## config.mk

```make
export PLATFORM = sky130hd
export DESIGN_NAME = ifetch_queue
export DESIGN_NICKNAME = d
export VERILOG_FILES = /design/src/rtl/ifetch_queue.sv
export SDC_FILE = /design/constraint.sdc
export NUM_CORES = 1
export LEC_CHECK = 0
export CAP_MARGIN = 20
export CELL_PAD_IN_SITES_DETAIL_PLACEMENT = 0
export CELL_PAD_IN_SITES_GLOBAL_PLACEMENT = 2
export CORE_UTILIZATION = 45
export DETAILED_ROUTE_END_ITERATION = 10
export PLACE_DENSITY_LB_ADDON = 0.1
export SLEW_MARGIN = 20
export SYNTH_ARGS = -nofsm -noshare
export SYNTH_HDL_FRONTEND = slang
export SYNTH_SLANG_ARGS = --single-unit
```

## constraint.sdc

```tcl
create_clock -name clk -period 4.8 [get_ports clk]
set_input_delay 0.48 -clock clk [delete_from_list [all_inputs] [get_ports clk]]
set_output_delay 0.48 -clock clk [all_outputs]
set_load 0.03 [all_outputs]
```

## src/rtl/ifetch_queue.sv

```systemverilog
// ifetch_queue: sequential instruction fetch with a request/grant/response
// memory interface, an in-order {pc, instr} queue feeding decode, and a
// redirect path that flushes queued words and discards in-flight responses.
module ifetch_queue #(
  parameter int          DEPTH    = 4,
  parameter logic [31:0] RESET_PC = 32'h0000_0000
) (
  input  logic        clk,
  input  logic        reset,
  input  logic        redirect,
  input  logic [31:0] redirect_pc,
  output logic        imem_req,
  output logic [31:0] imem_addr,
  input  logic        imem_gnt,
  input  logic        imem_rvalid,
  input  logic [31:0] imem_rdata,
  output logic        id_valid,
  output logic [31:0] id_instr,
  output logic [31:0] id_pc,
  output logic [31:0] id_pcplus4,
  input  logic        id_ready
);

  localparam int PTR_W = $clog2(DEPTH);
  // count, inflight and drop all span 0..DEPTH inclusive
  localparam int CNT_W = PTR_W + 1;
  // queued + in-flight can momentarily be summed up to 2*DEPTH
  localparam int SUM_W = CNT_W + 1;

  // Force a fetch target onto a word boundary.
  function automatic logic [31:0] align_word(input logic [31:0] a);
    return a & 32'hFFFF_FFFC;
  endfunction

  // Next sequential fetch address.
  function automatic logic [31:0] next_word(input logic [31:0] a);
    return a + 32'd4;
  endfunction

  // Control state
  logic [31:0]      fetch_pc;
  logic [PTR_W-1:0] rd_ptr;
  logic [PTR_W-1:0] wr_ptr;
  logic [CNT_W-1:0] count;
  logic [CNT_W-1:0] inflight;
  logic [CNT_W-1:0] drop;
  logic [PTR_W-1:0] pf_rd;
  logic [PTR_W-1:0] pf_wr;

  // Data storage (never reset; validity is tracked by the control state)
  logic [31:0] q_pc    [DEPTH];
  logic [31:0] q_instr [DEPTH];
  logic [31:0] pf_pc   [DEPTH];

  // Per-cycle events
  logic [SUM_W-1:0] credit_used;
  logic             grant;
  logic             rsp;
  logic             rsp_keep;
  logic             deq;

  // Issue, response and dequeue qualification from registered state
  always_comb begin
    credit_used = SUM_W'(inflight) + SUM_W'(count);
    imem_req    = !reset && !redirect && (credit_used < SUM_W'(DEPTH));
    imem_addr   = fetch_pc;
    grant       = imem_req && imem_gnt;
    // a response with nothing outstanding is a protocol violation and ignored
    rsp         = imem_rvalid && (inflight != '0);
    // stale responses (drop pending) and anything returning during a
    // redirect never reach the queue
    rsp_keep    = rsp && (drop == '0) && !redirect;
    id_valid    = !reset && !redirect && (count != '0);
    deq         = id_valid && id_ready;
    id_instr    = q_instr[rd_ptr];
    id_pc       = q_pc[rd_ptr];
    id_pcplus4  = next_word(q_pc[rd_ptr]);
  end

  // Control registers: fetch pointer, queue/pc-FIFO pointers and counters
  always_ff @(posedge clk) begin
    if (reset) begin
      fetch_pc <= RESET_PC;
      rd_ptr   <= '0;
      wr_ptr   <= '0;
      count    <= '0;
      inflight <= '0;
      drop     <= '0;
      pf_rd    <= '0;
      pf_wr    <= '0;
    end else begin
      // the pc FIFO always holds exactly one tag per outstanding request,
      // including requests that will be discarded after a redirect
      if (grant) begin
        pf_wr <= pf_wr + PTR_W'(1);
      end
      if (rsp) begin
        pf_rd <= pf_rd + PTR_W'(1);
      end

      if (redirect) begin
        fetch_pc <= align_word(redirect_pc);
        rd_ptr   <= wr_ptr;
        count    <= '0;
        inflight <= inflight - CNT_W'(rsp);
        drop     <= inflight - CNT_W'(rsp);
      end else begin
        if (grant) begin
          fetch_pc <= next_word(fetch_pc);
        end
        inflight <= inflight + CNT_W'(grant) - CNT_W'(rsp);
        if (rsp && (drop != '0)) begin
          drop <= drop - CNT_W'(1);
        end
        if (rsp_keep) begin
          wr_ptr <= wr_ptr + PTR_W'(1);
        end
        if (deq) begin
          rd_ptr <= rd_ptr + PTR_W'(1);
        end
        count <= count + CNT_W'(rsp_keep) - CNT_W'(deq);
      end
    end
  end

  // Data registers: tag each grant with its pc, store kept responses
  always_ff @(posedge clk) begin
    if (grant) begin
      pf_pc[pf_wr] <= fetch_pc;
    end
    if (rsp_keep) begin
      q_pc[wr_ptr]    <= pf_pc[pf_rd];
      q_instr[wr_ptr] <= imem_rdata;
    end
  end

endmodule

```

-- After elaboration in Yosys (flattened, before gate mapping)
Memory sizes are Yosys's and may differ from the RTL's. A register that Yosys moved wholly into a read port is not among the register bits.
Cells that the tools add are included.
- register bits after elaboration: 49
- memory bits (writable): 384
- input port bits: 70
- output and inout bits: 130
- logic and storage cells: 64
- memories: 3
- add/sub/neg operators: 13
- $lt $le $gt $ge: 1
- multiplexer cells: 17
- bitwise operators: 1
- reductions and logical operators: 20
- memories (memory ; words ; width ; read ports ; clocked after Yosys merged registers in ; wr ports ; RTL line ; RTL):
    pf_pc ; 4 ; 32 ; 1 ; 1 ; 1 ; 53 ; logic [31:0] pf_pc [DEPTH];
    q_instr ; 4 ; 32 ; 1 ; 1 ; 1 ; 52 ; logic [31:0] q_instr [DEPTH];
    q_pc ; 4 ; 32 ; 1 ; 1 ; 1 ; 51 ; logic [31:0] q_pc [DEPTH];
- operators with widths (cell ; number):
    32-bit by 3-bit adder with 32-bit output, second input constant ; 2
    32-bit 2-to-1 mux ; 2
    2-bit 2-to-1 mux ; 8
    1-bit logical AND ; 9
    3-bit 2-to-1 mux ; 3
    3-bit nonzero test ; 3
    3-bit by 1-bit subtractor with 3-bit output ; 3
    2-bit by 1-bit adder with 2-bit output, second input constant ; 4
    3-bit by 1-bit adder with 3-bit output ; 2
    2-bit nonzero test ; 3
    3-bit by 3-bit adder with 4-bit output ; 1
    4-bit by 3-bit < comparator with 1-bit output, second input constant ; 1
    1-bit 2-to-1 mux ; 4
    3-bit zero test ; 1
    3-bit by 1-bit subtractor with 3-bit output, second input constant ; 1
    1-bit zero test ; 2
    2-bit AND reduction ; 1
    2-bit OR reduction ; 1
    1-bit inverter ; 1

-- Depth between registers and ports, before layout
Gate-level depths: netlist (run 1).
- depth after elaboration: 8
- mapped depth: 15
- mapped depth without buffers: 12

-- Worst setup path before layout (run 1)
OpenSTA, ideal clock, no wires.
- kind: input -> register
- start: input port imem_rvalid
- end: memory q_instr[0][0], enable pin
- setup time: 0.426 ns
- arrival: 2.805 ns
- data required time: 4.374 ns
- path slack: 1.568 ns
- cell stages on the path: 3
- path buffers: 0
- cell sequence: o31a_1 > nor3b_1 > and2_1
- word-level cells in the longest chain between the ends: 5
- RTL lines (item ; RTL line ; RTL):
    from (decl) ; 15 ; input logic imem_rvalid,
    1-bit logical AND ; 69 ; rsp = imem_rvalid && (inflight != '0);
    1-bit logical AND (2 in a row) ; 72 ; rsp_keep = rsp && (drop == '0) && !redirect;
    1-bit 2-to-1 mux ; 131 ; if (rsp_keep) begin
    1-bit 2-to-1 mux (implied by the code) ; 133 ; q_instr[wr_ptr] <= imem_rdata;
    to (decl) ; 52 ;
Every way passes these cells.

==> flow_metrics.py, run 1 <==
metrics = {
    "status": {
        "outcome": "finished, final reports clean",
    },
    "placed_design": {
        "dpl.hpwl_mm": 21.7,
        "place_area_um2": 19300,
        "gp_congestion": 0.741,
        "dp_slack_ps": 859,
        "portBuffers": 191,
    },
    "clocking": {
        "clk_pin_slew_ps": 60,
        "worstSkewPairLatency_ps": 540,
        "cts-root-buf": "clkbuf_16",
        "cts_tree": "yes",
        "cts.repair_timing.setup_buffer_count": 0,
        "clock_sinks": 419,
        "h-tree-depth": 2,
        "cts_resized": 0,
        "numCtsBuffers": 45,
        "clk_path_buf_depth": 3,
        "cts_hold_buf": 0,
    },
    "power_and_ir_drop": {
        "p_int_mw": 6.90,
        "pwr_density_cell_nw_per_um2": 447,
        "p_sw_mw": 2.38,
        "p_seq_frac": 0.469,
        "p_sw_frac": 0.256,
        "pwr-share-comb": 0.176,
        "pwr-share-clk": 0.355,
        "p_leak_nw": 6.68,
        "vdd_drop_max_v": 0.000245,
    },
    "synthesis": {
        "synth_edf_count": 368,
        "yosysUniqueCellTypes": 64,
        "avgSynthCellArea_um2": 18.1,
        "synth-seq-cells": 419,
        "synthTopCellsByCount": "368 x edfxtp_1, 88 x mux4_2, 51 x dfxtp_1, 41 x nand2_1, 32 x nor2_1",
        "synth_area_um2": 16900,
        "ys_seq_area_frac": 0.714,
        "synth_top_area_share": 0.654,
        "ys_warn_count": 0,
        "yosys.area.top_type": "edfxtp_1",
        "yosys.cell_count.top_type": "edfxtp_1",
        "synth_area_leaders": "edfxtp_1 65%, mux4_2 12%, dfxtp_1 6.0%",
        "synth-async-reset-ratio": 0,
        "ys.flop_type": "edfxtp_1",
        "syn-instance-count": 932,
    },
    "finish": {
        "finalInstanceArea_um2": 20700,
        "area.growth.synth_to_final_pct": 22.6,
        "insertedDiodeCount": 0,
        "layout-drive-gt1-share": 0.172,
        "nNetsFinal": 1238,
    },
    "setup_path": {
        "crit_required_ps": 4320,
        "crit_chain": "mux4_1, ha_1, and2_1, nand2b_1, nor2_1, xor2_1, clkdlybuf4s50_1",
        "critPathLaunchType": "flop",
        "critical-path-top-delay-family": "simple AND/OR/NAND/NOR gates",
        "cpMaxStageDelayCell": "mux4_1",
        "r2r-start": "inflight[1]$_SDFF_PP0_",
        "criticalPathCategory": "reg -> out",
        "cpPeakStageDelay_ps": 710,
        "worstSetupEndpointType": "primary output",
        "path_buf_inv": 1,
        "critPathMaxFanout": 23,
        "cp.arrival_ps": 3930,
    },
    "detailed_routing": {
        "ant_nets": 0,
        "dr.pass1.iters": 5,
        "vias": 8908,
        "dr.first_iter.drc_count": 459,
        "wirelength_mm": 34.6,
        "drcViolationCount": 0,
        "wl_per_cell_um": 21.0,
        "viasPerCell": 5.41,
    },
    "sta": {
        "slew_violations": 0,
        "slew_headroom": 0.352,
        "setup_viol": 0,
        "rsz0062_at_grt": "false",
        "fmax_ghz": 0.227,
        "tightest_slew_ps": 972,
        "fin_crit_ps": 4410,
        "hold_slack_ps": 491,
        "hold_viol_final": 0,
        "setup_tns_ps": 0,
        "fin_ws_ps": 389,
        "finalClockSkew_ps": 7.17,
        "period_share": 0.919,
    },
    "floorplanning": {
        "die_x_um": 196,
        "coreArea_um2": 36800,
        "pin_count": 200,
        "die_h_um": 196,
        "start_util": 0.460,
        "dieArea_um2": 38300,
        "rows": 70,
    },
    "job": {
        "max_cap_viol_count": 0,
    },
    "global_routing": {
        "track_usage": 0.183,
        "grt_max_degree": 63,
        "antenna_found_initial": 0,
        "grt-ovfl-total": 0,
        "grt_pass1_wl_mm": 53.5,
        "grt_pass1_vias": 9174,
    },
    "hold_path": {
        "holdCritPathClass": "in -> reg",
        "min-delay-start": "redirect_pc[5]",
    },
}
final timing paths:
kind                                                   to  cells after the start  slack (ps)
worst max register to register      pf_pc[2][8]$_DFFE_PP_                      6        1890
worst min-delay path            imem_addr[5]$_SDFFE_PP0P_                      3         490
worst max-delay path                       id_pcplus4[10]                      7         390
worst min register to register      pf_wr[1]$_SDFFE_PP0P_                      2         500
metrics by stage:
stage                     power [mW]  cells   util
after floorplan                 5.47    937      -
after global placement          6.06   1567  0.525
after detailed placement        6.09   1567  0.525
after CTS                       9.40   1648  0.563
after global routing            9.64   1648  0.563
final                           9.27   1648  0.563
routing by layer:
metal | track usage | routed length [um]
met1 | 0.252 | 15600
met2 | 0.300 | 16600
met4 | 0.0489 | 576
met3 | 0.0346 | 1750
met5 | 0 | 0
flip-flops by register name (all words and copies together) (netlist names), named ones only:
name and flops:
q_instr 128, pf_pc 120, q_pc 120, imem_addr 30, count 3, drop 3, inflight 3, pf_rd 2
pf_wr 2, rd_ptr 2, wr_ptr 2
worst register-to-register path, delay by kind of cell, from the launching register on:
family / cells / cell delay (ps)
buffers and inverters: 2 / 730
DFF: 1 / 410
adders and majority gates: 1 / 270
and+or+nand+nor: 2 / 790
AOI/OAI and AO/OA: 1 / 370
placed cells by master, fill, tap and decap left out, types with 6 or more instances in the layout:
master	synthesis	final
mux4_2	88	88
clkbuf_1	18	11
inv_1	26	26
clkinv_2	0	6
edfxtp_1	368	368
clkbuf_16	0	47
xnor2_1	22	22
nand4_1	12	12
clkdlybuf4s50_1	0	191
nand2_1	41	41
xor2_1	22	22
and3_1	9	9
nor2_1	32	31
or4_1	6	6
nor3_1	14	14
nand3_1	18	18
buf_4	7	21
conb_1	1	6
o21ai_0	16	16
ha_1	20	20
nor4_2	8	8
clkinv_1	0	9
a31oi_1	13	13
a21oi_1	26	26
dfxtp_1	51	47
and2_1	18	14
power groups by stage:
stage          clock, mW  sequential (mW)  combinational [mW]
2_1_floorplan          0             4.40                1.07
3_3_place_gp           0             4.42                1.64
3_5_place_dp           0             4.43                1.65
4_1_cts             3.38             4.36                1.66
5_1_grt             3.51             4.38                1.76
6_report            3.29             4.35                1.63
logic make-up after synthesis:
| kind of cell | after synthesis | synth area share |
|---|---|---|
| AO/OA/AOI/OAI | 85 | 0.0325 |
| XOR/XNOR | 44 | 0.0228 |
| adder cells (fa/ha/maj) | 22 | 0.0172 |
| buffers and inverters | 77 | 0.0226 |
| flip-flops | 419 | 0.714 |
| multiplexers | 96 | 0.126 |
| other | 1 | 0.000222 |
| AND/OR/NAND/NOR | 188 | 0.0645 |
cell type report:
cell class / count / area [um^2]
Clock buffer: 58 / 1220
Inverter: 27 / 101
Multi-Input combinational cell: 441 / 4480
Timing Repair Buffer: 212 / 2070
Tap cell: 468 / 586
Sequential cell: 419 / 12100
Fill cell: 2903 / 16100
Clock inverter: 23 / 195
No activity file was read; power rests on OpenSTA's default activity.
==> run 2, diff against run 1 <==
- PLACE_DENSITY_LB_ADDON: 0.1 -> 0.25
==> run 2 against run 1 <==
  * Final area rose by 0.20%
  * Count of clock-buffer cells in the layout did not move
  * First-iteration DRC count rose by 5.4%
  * Sequential share of layout area fell by 0.12 points
  * Non-clock buffer count rose by 2
  * Die area did not move
  * Critical path depth did not move
  * Largest cell class unchanged
  * Highest routed layer unchanged
  * Clock power barely moved
  * Combinational power barely moved
==> flow_metrics.py, run 2 (synthesis gave the netlist of run 1 again) <==
metrics = {
    "status": {
        "outcome": "finished, final reports clean",
    },
    "clocking": {
        "cts_hold_buf": 0,
        "cts_resized": 0,
        "cts-root-buf": "clkbuf_16",
        "clock_sinks": 419,
        "clk_pin_slew_ps": 60,
        "cts.repair_timing.setup_buffer_count": 0,
        "numCtsBuffers": 43,
        "h-tree-depth": 2,
        "worstSkewPairLatency_ps": 540,
        "clk_path_buf_depth": 3,
        "cts_tree": "yes",
    },
    "job": {
        "max_cap_viol_count": 0,
    },
    "power_and_ir_drop": {
        "vdd_drop_max_v": 0.000200,
        "power_mw": 9.24,
        "pwr_density_cell_nw_per_um2": 445,
        "p_leak_nw": 6.68,
    },
    "finish": {
        "nNetsFinal": 1238,
        "regMostFlops": "q_instr",
        "largest_register_ff_count": 128,
        "layout-drive-gt1-share": 0.173,
        "insertedDiodeCount": 0,
        "finalInstanceArea_um2": 20800,
        "n_fill_cell": 2879,
        "area.growth.synth_to_final_pct": 22.8,
        "layout_commonest_cell": "edfxtp_1",
        "final_util": 0.564,
        "fin_cells": 1648,
        "reg.largest.list": "q_instr x128, pf_pc x120, q_pc x120",
        "final_cell_mix": "368 x edfxtp_1, 191 x clkdlybuf4s50_1, 88 x mux4_2",
    },
    "hold_path": {
        "min_to": "imem_addr[13]$_SDFFE_PP0P_",
        "min-delay-start": "redirect_pc[13]",
        "holdCritPathClass": "in -> reg",
        "worstHoldPathCells": 3,
    },
    "detailed_routing": {
        "vias": 8929,
        "dr.first_iter.drc_count": 484,
        "drcViolationCount": 0,
        "wirelength_mm": 33.8,
        "ant_nets": 0,
        "viasPerCell": 5.42,
        "dr.pass1.iters": 4,
        "wl_per_cell_um": 20.5,
    },
    "setup_path": {
        "worstSetupEndpointType": "primary output",
        "r2r-end": "inflight[2]$_SDFF_PP0_",
        "r2r_setup_slack_ps": 1640,
        "cpPeakStageDelay_ps": 750,
        "critPathMaxFanout": 25,
        "cp.arrival_ps": 3850,
        "critPathLaunchType": "flop",
        "r2r-start": "inflight[1]$_SDFF_PP0_",
        "criticalPathCategory": "reg -> out",
        "crit_chain": "buf_4, mux4_2, and4_4, nand2_2, nor4_2, xor2_1, clkdlybuf4s50_1",
        "crit_required_ps": 4320,
        "r2r_cells": 13,
        "cpMaxStageDelayCell": "dfxtp_2",
    },
    "placed_design": {
        "portBuffers": 191,
        "placedCellCount": 1569,
        "place_area_um2": 19400,
        "gp_congestion": 0.748,
        "dpl.hpwl_mm": 21.6,
        "dp_slack_ps": 922,
    },
    "global_routing": {
        "grt_pass1_vias": 8947,
        "grt-ovfl-total": 0,
        "track_usage": 0.179,
        "grt_max_degree": 63,
        "grt_pass1_wl_mm": 52.8,
        "antenna_found_initial": 0,
    },
    "sta": {
        "slew_violations": 0,
        "hold_slack_ps": 499,
        "setup_tns_ps": 0,
        "fmax_ghz": 0.231,
        "rsz0062_at_grt": "false",
        "period_share": 0.902,
        "tightest_slew_ps": 1040,
        "fin_crit_ps": 4330,
        "fin_ws_ps": 472,
        "hold_viol_final": 0,
        "setup_viol": 0,
        "finalClockSkew_ps": 18.9,
        "slew_headroom": 0.303,
    },
    "floorplanning": {
        "start_util": 0.460,
        "coreArea_um2": 36800,
        "rows": 70,
        "die_h_um": 196,
        "pin_count": 200,
        "die_x_um": 196,
        "dieArea_um2": 38300,
    },
}
[run 2: cell count changes in the layout (fill, tap and decap cells not counted)]
cell	before	now
clkinv_2	6	5
clkinv_4	2	0
nor2_1	31	32
buf_4	21	20
buf_12	0	3
inv_6	1	0
clkbuf_8	0	2
clkbuf_16	47	45
bufinv_16	3	4
clkinvlp_4	2	5
clkinv_1	9	7
nor2_2	1	0
[run 2: worst max path at each step]
stage	to	slack (ps)	depth (start not counted)
after floorplan	q_instr[0][0]$_DFFE_PP_	1570	3
after global placement	id_pcplus4[26]	950	7
after detailed placement	id_pcplus4[24]	920	7
after CTS	id_pcplus4[24]	320	7
after global routing	id_pcplus4[26]	220	7
final	id_pcplus4[23]	470	7
[run 2: per-layer routing]
metal / GRT usage / routed length [um] / vias to the layer above
met3: 0.0328 / 1970 / 47
met2: 0.280 / 15600 / 256
met5: 0 / 0 / -
met1: 0.260 / 15700 / 4474
met4: 0.0501 / 587 / 0
li1: - / - / 4152
[run 2: final cells by class]
type	instances	area, um^2	area share
sequential	419	12100	0.582
multi-input combinational	441	4470	0.215
timing repair buffer	214	2120	0.102
clock buffer	58	1190	0.0575
tap	468	586	0.0282
clock inverter	21	209	0.0101
inverter	27	101	0.00488
[run 2: power breakdown]
group / internal [mW] / total, mW / switching, mW / leakage [nW]
Sequential: 4.23 / 4.35 / 0.115 / 3.76
Combinational: 0.715 / 1.63 / 0.913 / 2.25
Clock: 1.96 / 3.27 / 1.30 / 0.670
Total: 6.91 / 9.24 / 2.33 / 6.68
[run 2: critical path: cells and delay by family, from the launching register on]
family / cells / cell delay [ps]
muxes: 1 / 340
buffers and inverters: 2 / 1200
DFF: 1 / 750
and+or+nand+nor: 3 / 800
xor gates and xnor gates: 1 / 200
